File: src/rtl/xor_checksum_unit.sv
// Streaming XOR checksum: folds valid/ready beats into one sum per frame and counts the beats.
// Optional expected-sum compare is built when XOR_CHK_COMPARE_EN is defined.
module xor_checksum_unit #(
   parameter int unsigned       DATA_W   = 8,
   parameter int unsigned       MAX_LEN  = 16,
   parameter logic [DATA_W-1:0] INIT_VAL = '0
) (
   input  logic                             clk_in,
   input  logic                             rst_in,
   input  logic                             s_valid_in,
   output logic                             s_ready_out,
   input  logic [DATA_W-1:0]                s_data_in,
   input  logic                             s_last_in,
   output logic                             m_valid_out,
   input  logic                             m_ready_in,
   output logic [DATA_W-1:0]                m_sum_out,
   output logic [$clog2(MAX_LEN+1)-1:0]     m_len_out,
`ifdef XOR_CHK_COMPARE_EN
   input  logic [DATA_W-1:0]                exp_in,
   output logic                             m_err_out,
`endif
   output logic                             m_ovf_out
);

   localparam int unsigned CntW = $clog2(MAX_LEN + 1);
   localparam logic [CntW-1:0] MaxCnt = CntW'(MAX_LEN);

   typedef enum logic [1:0] {StIdle, StAccum, StHold} state_e;

   state_e state_q, state_d;

   logic [DATA_W-1:0] acc_q, acc_d, acc_base;
   logic [CntW-1:0]   cnt_q, cnt_d, cnt_base;
   logic              ovf_q, ovf_d, ovf_base;
   logic [DATA_W-1:0] sum_q, sum_d;
   logic [CntW-1:0]   len_q, len_d;
   logic              rovf_q, rovf_d;
   logic              beat_acc;
   logic              at_max;
`ifdef XOR_CHK_COMPARE_EN
   logic              err_q, err_d;
`endif

   // State register
   always_ff @(posedge clk_in or posedge rst_in) begin
      if (rst_in) begin
         state_q <= StIdle;
      end else begin
         state_q <= state_d;
      end
   end

   // Next-state logic
   always_comb begin
      state_d = state_q;
      unique case (state_q)
         StIdle: begin
            if (beat_acc) state_d = s_last_in ? StHold : StAccum;
         end
         StAccum: begin
            if (beat_acc && s_last_in) state_d = StHold;
         end
         StHold: begin
            if (m_ready_in) state_d = StIdle;
         end
         default: state_d = StIdle;
      endcase
   end

   // Handshake outputs; ready is forced low while reset is held
   always_comb begin
      s_ready_out = !rst_in && (state_q != StHold);
      m_valid_out = (state_q == StHold);
   end

   assign beat_acc = s_valid_in && s_ready_out;

   // First beat of a frame starts from the seed and a clear count
   always_comb begin
      acc_base = (state_q == StIdle) ? INIT_VAL : acc_q;
      cnt_base = (state_q == StIdle) ? '0 : cnt_q;
      ovf_base = (state_q == StIdle) ? 1'b0 : ovf_q;
      at_max   = (cnt_base == MaxCnt);

      acc_d  = acc_q;
      cnt_d  = cnt_q;
      ovf_d  = ovf_q;
      sum_d  = sum_q;
      len_d  = len_q;
      rovf_d = rovf_q;
`ifdef XOR_CHK_COMPARE_EN
      err_d  = err_q;
`endif
      if (beat_acc) begin
         acc_d = acc_base ^ s_data_in;
         cnt_d = at_max ? MaxCnt : cnt_base + CntW'(1);
         ovf_d = ovf_base | at_max;
         if (s_last_in) begin
            sum_d  = acc_d;
            len_d  = cnt_d;
            rovf_d = ovf_d;
`ifdef XOR_CHK_COMPARE_EN
            err_d  = (acc_d != exp_in);
`endif
         end
      end
   end

   always_ff @(posedge clk_in or posedge rst_in) begin
      if (rst_in) begin
         acc_q  <= '0;
         cnt_q  <= '0;
         ovf_q  <= 1'b0;
         sum_q  <= '0;
         len_q  <= '0;
         rovf_q <= 1'b0;
`ifdef XOR_CHK_COMPARE_EN
         err_q  <= 1'b0;
`endif
      end else begin
         acc_q  <= acc_d;
         cnt_q  <= cnt_d;
         ovf_q  <= ovf_d;
         sum_q  <= sum_d;
         len_q  <= len_d;
         rovf_q <= rovf_d;
`ifdef XOR_CHK_COMPARE_EN
         err_q  <= err_d;
`endif
      end
   end

   assign m_sum_out = sum_q;
   assign m_len_out = len_q;
   assign m_ovf_out = rovf_q;
`ifdef XOR_CHK_COMPARE_EN
   assign m_err_out = err_q;
`endif

endmodule

File: config.mk
export PLATFORM = sky130hd
export DESIGN_NAME = xor_checksum_unit
export DESIGN_NICKNAME = d
export VERILOG_FILES = /design/src/rtl/xor_checksum_unit.sv
export SDC_FILE = /design/constraint.sdc
export NUM_CORES = 1
export LEC_CHECK = 0
export CAP_MARGIN = 20
export CORE_ASPECT_RATIO = 1.5
export CORE_MARGIN = 2
export CORE_UTILIZATION = 25
export CTS_BUF_LIST = sky130_fd_sc_hd__clkbuf_16
export DETAILED_ROUTE_END_ITERATION = 8
export HOLD_SLACK_MARGIN = 0.06
export SLEW_MARGIN = 0
export SYNTH_ARGS = -nofsm -noshare
export SYNTH_HDL_FRONTEND = slang
export SYNTH_SLANG_ARGS = --single-unit
File: constraint.sdc
create_clock -name clk_in -period 1.4 [get_ports clk_in]
set_clock_uncertainty 0.2 [all_clocks]
set_input_delay 0.21 -clock clk_in [delete_from_list [all_inputs] [get_ports clk_in]]
set_output_delay 0.21 -clock clk_in [all_outputs]
set_load 0.01 [all_outputs]
# After elaboration in Yosys (flattened, before gate mapping)

Cells that the tools add are included.

Register bits after elaboration: 30
Output and inout port bits: 16
Word-level logic and storage cells: 33

$add $sub $neg: 1
Equality and inequality tests: 7
Mux-type cells: 9
Bitwise operators: 2
Reductions and logical operators: 7

Operators with widths:

| operator            | number |
|---|---|
| $mux 5              | 2 |
| $mux 2              | 4 |
| $mux 8              | 1 |
| $xor 8x8->8         | 1 |
| $ne 2x2->1 const B  | 3 |
| $pmux 2 s3          | 1 |
| $add 5x1->5 const B | 1 |
| $eq 5x5->1 const B  | 1 |
| $logic_and 1x1->1   | 3 |
| $reduce_and 3->1    | 1 |
| $eq 2x1->1 const B  | 1 |
| $eq 2x2->1 const B  | 1 |
| $logic_not 2->1     | 1 |
| $ne 2x1->1 const B  | 1 |
| $reduce_and 2->1    | 1 |
| $logic_not 1->1     | 1 |
| $mux 1              | 1 |
| $or 1x1->1          | 1 |

# Logic depth before layout (Yosys ltp)

Gate-level depths: netlist (run 1).

Depth in word-level cells: 6
Mapped depth: 5
Mapped depth without buffers: 4

# Worst setup path before layout (run 1)

No wires, ideal clock.

Path type: flip-flop to flip-flop
Start: register state_q[1]
End: register cnt_q[2]
Arrival: 1.151 ns
Required time: 1.069 ns
Setup slack: -0.082 ns
Stages on the path, launching flop included: 5
Path buffers: 1
Cells stage by stage: dfrtp_1 -> or2_2 -> buf_2 -> a211oi_1 -> mux2i_1

Longest elaborated chain between the ends: 4

RTL lines:

| element                                          | RTL line | source |
|---|---|---|
| start: declaration                               | 30       | `state_e state_q, state_d;` |
| start signal: assignment                         | 47       | `state_q <= StIdle;` |
| start signal: assignment                         | 49       | `state_q <= state_d;` |
| $logic_not 2->1                                  | 81       | `cnt_base = (state_q == StIdle) ? '0 : cnt_q;` |
| $mux 5                                           | 81       |  |
| $add 5x1->5 / $eq 5x5->1 (equally long branches) | 96, 83   |  |
| $mux 5                                           | 96       | `cnt_d = at_max ? MaxCnt : cnt_base + CntW'(1);` |
| end signal: assignment                           | 122      | `cnt_q <= cnt_d;` |
| end: declaration                                 | 33       | `logic [CntW-1:0] cnt_q, cnt_d, cnt_base;` |

Several ways; a longest one is shown, not always the timed one.
A chain may end at the register's enable or synchronous reset.

# Worst setup path after layout (run 1)

Start: register state_q[0]
End: register sum_q[7], in the netlist m_sum_out[7]

Longest elaborated chain between the ends: 4

RTL lines:

| element                    | RTL line | source |
|---|---|---|
| $ne 2x2->1                 | 72       | `s_ready_out = !rst_in && (state_q != StHold);` |
| $logic_and 1x1->1          | 72       |  |
| $logic_and 1x1->1          | 76       | `assign beat_acc = s_valid_in && s_ready_out;` |
| $reduce_and 2->1 (no line) | -        |  |
| end signal: assignment     | 124      | `sum_q <= sum_d;` |
| end: declaration           | 35       | `logic [DATA_W-1:0] sum_q, sum_d;` |

Several ways; a longest one is shown, not always the timed one.

==> load_flow_metrics.sql, run 1 <==
INSERT INTO impl_metrics (metric_group, metric, value, unit) VALUES
('status', 'run_status', 'finished, violations left', ''),
('status', 'failed_checks', 'negative setup slack', ''),
('global_route', 'globalRouteOverflowTotal', '0', ''),
('placement', 'gp_congestion', '0.795', ''),
('power', 'vdd_ir_drop_max', '0.000564', 'V'),
('critical_path', 'critical_path.startpoint_type', 'flop', ''),
('finish', 'antenna_cells', '0', ''),
('routing', 'wirelength', '4150', 'µm'),
('global_route', 'track_usage', '0.131', ''),
('placement', 'placed_cells_incl_taps', '250', ''),
('finish', 'final_layout_size_suffix_gt1_frac', '0.359', ''),
('sta', 'post-route-period-util', '1.10', ''),
('critical_path', 'cp_slowest_cell', 'sky130_fd_sc_hd__dfrtp_1', ''),
('global_route', 'grt_max_degree', '31', ''),
('global_route', 'vias_in_the_first_global_route', '1358', ''),
('sta', 'report.final.slew_viol_count', '0', ''),
('synthesis', 'synth_compound_gate_area_share', '0.169', ''),
('clock_network', 'insertion_delay', '280', 'ps'),
('job', 'maxCapViolCount', '0', ''),
('routing', 'route.detailed.wl_per_inst', '15.4', 'µm'),
('clock_network', 'clkTransAtPathRegs', '60', 'ps'),
('synthesis', 'dominantRegCellSynth', 'sky130_fd_sc_hd__dfrtp_1', ''),
('routing', 'drtPass1Iterations', '4', ''),
('synthesis', 'main_area_contributors_after_synthesis', 'sky130_fd_sc_hd__dfrtp_1 (49%), sky130_fd_sc_hd__mux2i_1 (6.5%), sky130_fd_sc_hd__xnor2_1 (6.2%)', ''),
('sta', 'final_setup_violations', '27', ''),
('synthesis', 'synth_enable_flop_cells', '0', ''),
('floorplanning', 'pin_count', '29', ''),
('critical_path', 'worstRegToRegCells', '5', ''),
('synthesis', 'postSynth.asyncResetShare', '1.00', ''),
('worst_hold_path', 'holdPathEnd', 'm_sum_out[0]$_DFFE_PP0P_', ''),
('routing', 'vias_post_dr', '1316', ''),
('critical_path', 'worstPathCellList', 'nand2b_4, buf_6, buf_12, nand3_4, mux2_4', ''),
('synthesis', 'synth_simple_gate_area_frac', '0.0818', ''),
('finish', 'final-instance-count-excl-fill', '269', ''),
('finish', 'layout.nets', '207', ''),
('worst_hold_path', 'worst_hold_path.num_cells', '1', ''),
('synthesis', 'synthesis.yosys.warnings', '0', ''),
('power', 'powerDensity', '1560', 'nW/µm²'),
('synthesis', 'synth_top_area_cell', 'sky130_fd_sc_hd__dfrtp_1', ''),
('routing', 'drc_viols', '0', ''),
('synthesis', 'synth_commonest_cells', 'sky130_fd_sc_hd__dfrtp_1 (30), sky130_fd_sc_hd__xnor2_1 (11), sky130_fd_sc_hd__a21oi_1 (10), sky130_fd_sc_hd__mux2i_1 (10), sky130_fd_sc_hd__a31oi_1 (8)', ''),
('floorplanning', 'floorplan.die.height', '100', 'µm'),
('global_route', 'grt_antenna_before_repair', '0', ''),
('critical_path', 'timing.setup.critical_path_class', 'reg -> reg', ''),
('floorplanning', 'core_area', '6040', 'µm²'),
('synthesis', 'yosys-mux-area-fraction', '0.147', ''),
('sta', 'max_freq', '650', 'MHz'),
('sta', 'worst_hold_slack', '300', 'ps'),
('synthesis', 'synth.lib_cells_used.distinct', '37', ''),
('floorplanning', 'floorplan.initialDensity', '0.255', ''),
('clock_network', 'cts_tree', 'built', ''),
('synthesis', 'synthXorXnorAreaFrac', '0.0681', ''),
('sta', 'timing.final.hold_violations', '0', ''),
('clock_network', 'cts_sink_cnt', '30', ''),
('sta', 'layout_min_cycle_time', '1540', 'ps'),
('clock_network', 'cts_max_level', '2', ''),
('critical_path', 'crit_arrival', '1500', 'ps'),
('sta', 'worst_slew_pin_tran', '309', 'ps'),
('sta', 'rsz0062_at_grt', 'true', ''),
('sta', 'setup_ws', '-139', 'ps'),
('critical_path', 'slowest_delay', '390', 'ps'),
('clock_network', 'cts_buffer_depth', '2', ''),
('critical_path', 'timing.critical_path.to_type', 'flop', ''),
('floorplanning', 'num_rows', '35', ''),
('critical_path', 'setup.reg_to_reg.worst_slack', '-140', 'ps'),
('clock_network', 'clockRootBuffer', 'sky130_fd_sc_hd__clkbuf_16', ''),
('floorplanning', 'chipWidth', '68.2', 'µm'),
('critical_path', 'r2r-end', 'm_sum_out[7]$_DFFE_PP0P_', ''),
('global_route', 'grt_first_pass_wirelength', '6620', 'µm'),
('clock_network', 'cts_made_buffers', '5', ''),
('critical_path', 'critPathRequiredTime', '1370', 'ps');
-- cells in the final DEF (no fill, tap or decap), drive strengths merged, types with 3 or more instances in the layout --
master         count
o21ai             10
xnor2             11
a32o               3
nand3              4
inv                5
mux2              10
clkbuf             5
nor2               4
a31oi              8
dfrtp             30
o2bb2ai            3
a211oi             3
dlygate4sd2       15
clkdlybuf4s50      9
mux2i             10
a21oi             10
buf               32
-- worst max-delay path: cells and delay by family, from the launching register on --
family | cells | cell delay (ps)
simple gates | 2 | 280
mux | 1 | 310
buf+inv | 2 | 260
flops | 1 | 390
-- final cells by class --
class                      instances  area, µm²
fill                             592       3600
multi-input combinational         93        872
sequential                        30        753
timing repair buffer              59        559
clock buffer                       5        125
tap                               74       92.6
inverter                           5       21.3
clock inverter                     3       16.3
-- metal layers --
| layer | track usage | vias up | routed length, µm | share of wire |
|---|---|---|---|---|
| met3 | 0.0370 | 9 | 158 | 0.038 |
| li1 | - | 617 | - | - |
| met1 | 0.150 | 661 | 1640 | 0.40 |
| met5 | 0 | - | 0 | 0 |
| met4 | 0.0446 | 0 | 73 | 0.018 |
| met2 | 0.226 | 29 | 2280 | 0.55 |
-- state kept, by name (all words and copies together) (netlist names) --
signal and cells:
cnt_q 5, acc_q 8, m_ovf_out 1, state_q 2, m_sum_out 8, m_len_out 5
ovf_q 1
-- cell families (layout without fill, tap and decap cells) --
| family | count (synthesis) | in the layout |
|---|---|---|
| compound gates | 41 | 41 |
| xor+xnor | 12 | 12 |
| buf+inv | 14 | 72 |
| flops | 30 | 30 |
| mux | 20 | 20 |
| simple gates | 18 | 20 |
-- metrics by stage --
step	setup TNS, ps	utilization	cell area (µm²)	power [mW]
after floorplan	-261	-	1560	2.09
after global routing	-3510	0.404	2440	4.06
final	-2000	0.404	2440	3.81
after detailed placement	-12170	0.340	2050	2.72
after global placement	-11380	0.340	2050	2.69
after CTS	-1630	0.388	2340	3.78
-- power breakdown --
group	switching, mW	internal, mW
Combinational	0.625	0.792
Clock	0.384	0.647
Sequential	0.202	1.16
-- worst max-delay path by stage --
stage	start	end	slack, ps
after global placement	rst_in	m_len_out[1]$_DFFE_PP0P_	-440
after detailed placement	rst_in	m_len_out[1]$_DFFE_PP0P_	-480
after global routing	state_q[0]$_DFFE_PP0P_	m_sum_out[3]$_DFFE_PP0P_	-180
final	state_q[0]$_DFFE_PP0P_	m_sum_out[7]$_DFFE_PP0P_	-140
after floorplan	state_q[0]$_DFFE_PP0P_	m_sum_out[2]$_DFFE_PP0P_	-50
after CTS	state_q[0]$_DFFE_PP0P_	cnt_q[4]$_DFFE_PP0P_	-150
-- what timing repair did --
| action | in CTS | in global routing |
|---|---|---|
| setup endpoints to repair | 45 | 32 |
| buffers inserted | 5 | 2 |
| pin swaps | 4 | 9 |
| resized for setup | 49 | 18 |
| cloned | 2 | 1 |
| hold buffers | 1 | 0 |
| hold endpoints to repair | 30 | 0 |
Power figures use the tool's default switching activity.
==> run 2, diff against run 1 <==
REMOVE_ABC_BUFFERS = 1   (was unset)
==> run 2 against run 1 <==
The flow still finishes with violations (negative setup slack). Critical endpoint is now m_valid_out. Critical path type is now reg -> out. Wire length shrank 4.8%. Total power grew 1.1%. Maximum frequency shrank 0.35%. Flip-flop and latch count is the same. Sequential power is essentially flat. Largest power group unchanged. Combinational power grew 6%. Clock power is essentially flat. Largest cell class unchanged. Final area shrank 0.87%. First-iteration DRC count shrank 1.8%. Core utilization shrank 0.35 points.
==> load_flow_metrics.sql, run 2 (same netlist as run 1, synthesis figures left out) <==
INSERT INTO impl_metrics (metric_group, metric, value, unit) VALUES
('sta', 'timing.final.hold_violations', '0', ''),
('power', 'totalPowerFinal', '3.85', 'mW'),
('critical_path', 'cp_slowest_cell', 'sky130_fd_sc_hd__dfrtp_1', ''),
('critical_path', 'critPathRequiredTime', '990', 'ps'),
('placement', 'port-buffer-count', '28', ''),
('floorplanning', 'pin_count', '29', ''),
('critical_path', 'setup.reg_to_reg.worst_slack', '-140', 'ps'),
('critical_path', 'worstPathCellList', 'nand2b_4, inv_4, buf_6, buf_6', ''),
('finish', 'final_layout_size_suffix_gt1_frac', '0.365', ''),
('routing', 'route.detailed.wl_per_inst', '14.6', 'µm'),
('finish', 'area_growth', '56.6', '%'),
('global_route', 'grt_max_degree', '31', ''),
('placement', 'gp_congestion', '0.839', ''),
('power', 'cellLeakagePower', '1.09', 'nW'),
('floorplanning', 'floorplan.initialDensity', '0.255', ''),
('global_route', 'globalRouteOverflowTotal', '0', ''),
('clock_network', 'cts_tree', 'built', ''),
('finish', 'multi_input_area', '860', 'µm²'),
('worst_hold_path', 'hold_class', 'reg -> reg', ''),
('floorplanning', 'core_area', '6040', 'µm²'),
('floorplanning', 'num_rows', '35', ''),
('status', 'run_status', 'finished, violations left', ''),
('sta', 'worst_slew_pin_tran', '307', 'ps'),
('global_route', 'grt_antenna_before_repair', '0', ''),
('routing', 'drt_antenna_net_count', '0', ''),
('critical_path', 'crit_arrival', '1130', 'ps'),
('worst_hold_path', 'worst_hold_path.num_cells', '1', ''),
('finish', 'layout.nets', '209', ''),
('critical_path', 'worst_path_max_fanout', '3', ''),
('finish', 'final-instance-count-excl-fill', '271', ''),
('routing', 'drc_viols', '0', ''),
('critical_path', 'slowest_delay', '400', 'ps'),
('routing', 'drtPass1Iterations', '4', ''),
('power', 'vdd_ir_drop_max', '0.000510', 'V'),
('critical_path', 'crit_top_cell', 'sky130_fd_sc_hd__buf_6', ''),
('global_route', 'vias_in_the_first_global_route', '1286', ''),
('sta', 'max_freq', '648', 'MHz'),
('finish', 'fill_cells', '595', ''),
('clock_network', 'cts_sink_cnt', '30', ''),
('floorplanning', 'chipWidth', '68.2', 'µm'),
('floorplanning', 'fp.dieArea', '6830', 'µm²'),
('clock_network', 'insertion_delay', '270', 'ps'),
('floorplanning', 'floorplan.die.height', '100', 'µm'),
('clock_network', 'cts_made_buffers', '5', ''),
('critical_path', 'timing.critical_path.to_type', 'output pin', ''),
('global_route', 'grt_first_pass_wirelength', '6400', 'µm'),
('routing', 'dr.first_iter.drc_count', '54', ''),
('sta', 'setup_ws', '-144', 'ps'),
('job', 'maxCapViolCount', '0', ''),
('clock_network', 'cts_buffer_depth', '2', ''),
('finish', 'most_common_library_cell_in_the_layout_ignoring_fill_and_taps', 'sky130_fd_sc_hd__dfrtp_1', ''),
('sta', 'report.final.slew_viol_count', '0', ''),
('finish', 'seq_area', '752', 'µm²'),
('placement', 'dp.final_hpwl', '2560', 'µm'),
('sta', 'worst_slew_margin_rel', '0.795', ''),
('clock_network', 'clkTransAtPathRegs', '50', 'ps'),
('finish', 'antenna_cells', '0', ''),
('critical_path', 'timing.setup.critical_path_class', 'reg -> out', ''),
('routing', 'wirelength', '3950', 'µm'),
('clock_network', 'cts_max_level', '2', ''),
('sta', 'layout_min_cycle_time', '1540', 'ps'),
('finish', 'final_cell_mix', 'sky130_fd_sc_hd__dfrtp_1 (29), sky130_fd_sc_hd__buf_4 (24), sky130_fd_sc_hd__dlygate4sd2_1 (16), sky130_fd_sc_hd__xnor2_1 (11)', ''),
('power', 'powerDensity', '1590', 'nW/µm²'),
('status', 'failed_checks', 'negative setup slack', ''),
('sta', 'setup_tns', '-1720', 'ps'),
('routing', 'viasPerCell', '4.77', ''),
('critical_path', 'critical_path.startpoint_type', 'flop', ''),
('placement', 'detailed_place.area', '2080', 'µm²'),
('sta', 'post-route-period-util', '1.10', ''),
('placement', 'placed_cells_incl_taps', '255', ''),
('routing', 'vias_post_dr', '1293', ''),
('global_route', 'track_usage', '0.128', ''),
('clock_network', 'clockRootBuffer', 'sky130_fd_sc_hd__clkbuf_16', ''),
('sta', 'rsz0062_at_grt', 'true', ''),
('sta', 'final_setup_violations', '24', ''),
('finish', 'finish.instance_area', '2420', 'µm²'),
('critical_path', 'worstRegToRegCells', '4', '');
## run 2: repair_timing
action	CTS	global route
setup endpoints to repair	46	31
gates resized for setup	52	12
setup buffers	1	5
cloned	1	0
pin swaps	2	4
hold buffers	1	0
endpoints found under the hold margin	30	0
## run 2: critical path, delay by kind of cell, from the launching register on
kind / cells / cell delay [ps]
DFF: 1 / 400
buffers and inverters: 3 / 290
and+or+nand+nor: 1 / 170
## run 2: layer usage
metal	global-route usage	part of all wire	up-vias
li1	-	-	629
met1	0.145	0.40	626
met2	0.217	0.54	31
met3	0.0359	0.043	7
met4	0.0569	0.018	0
met5	0	0	-
## run 2: layout make-up
type / instances / share of cell area
flip-flops and latches: 30 / 0.311
multi-input cells: 92 / 0.355
well taps: 74 / 0.0383
clock buffers: 5 / 0.0517
repair buffers: 62 / 0.230
inverters: 5 / 0.00879
clock inverters: 3 / 0.00466
## run 2: path summary, 6_finish.rpt
check	from	end
hold reg to reg	m_len_out[4]$_DFFE_PP0P_	m_len_out[4]$_DFFE_PP0P_
hold / removal	m_len_out[4]$_DFFE_PP0P_	m_len_out[4]$_DFFE_PP0P_
max in group asynchronous	rst_in	state_q[1]$_DFFE_PP0P_
setup reg to reg	state_q[0]$_DFFE_PP0P_	m_sum_out[0]$_DFFE_PP0P_
min in group asynchronous	rst_in	cnt_q[4]$_DFFE_PP0P_
setup / recovery	state_q[0]$_DFFE_PP0P_	m_valid_out
## run 2: report_power, final
group / leakage, nW / total (mW) / internal [mW] / switching [mW]
logic: 0.654 / 1.50 / 0.856 / 0.644
clock network: 0.0663 / 1.00 / 0.638 / 0.366
registers: 0.368 / 1.35 / 1.16 / 0.191
## run 2: per-stage QoR
step | setup WS (ps) | hold slack (ps) | util
floorplan | -600 | 101 | -
global placement | -460 | 279 | 0.344
detailed placement | -483 | 281 | 0.344
CTS | -144 | 301 | 0.385
global route | -192 | 320 | 0.400
finish | -144 | 290 | 0.400
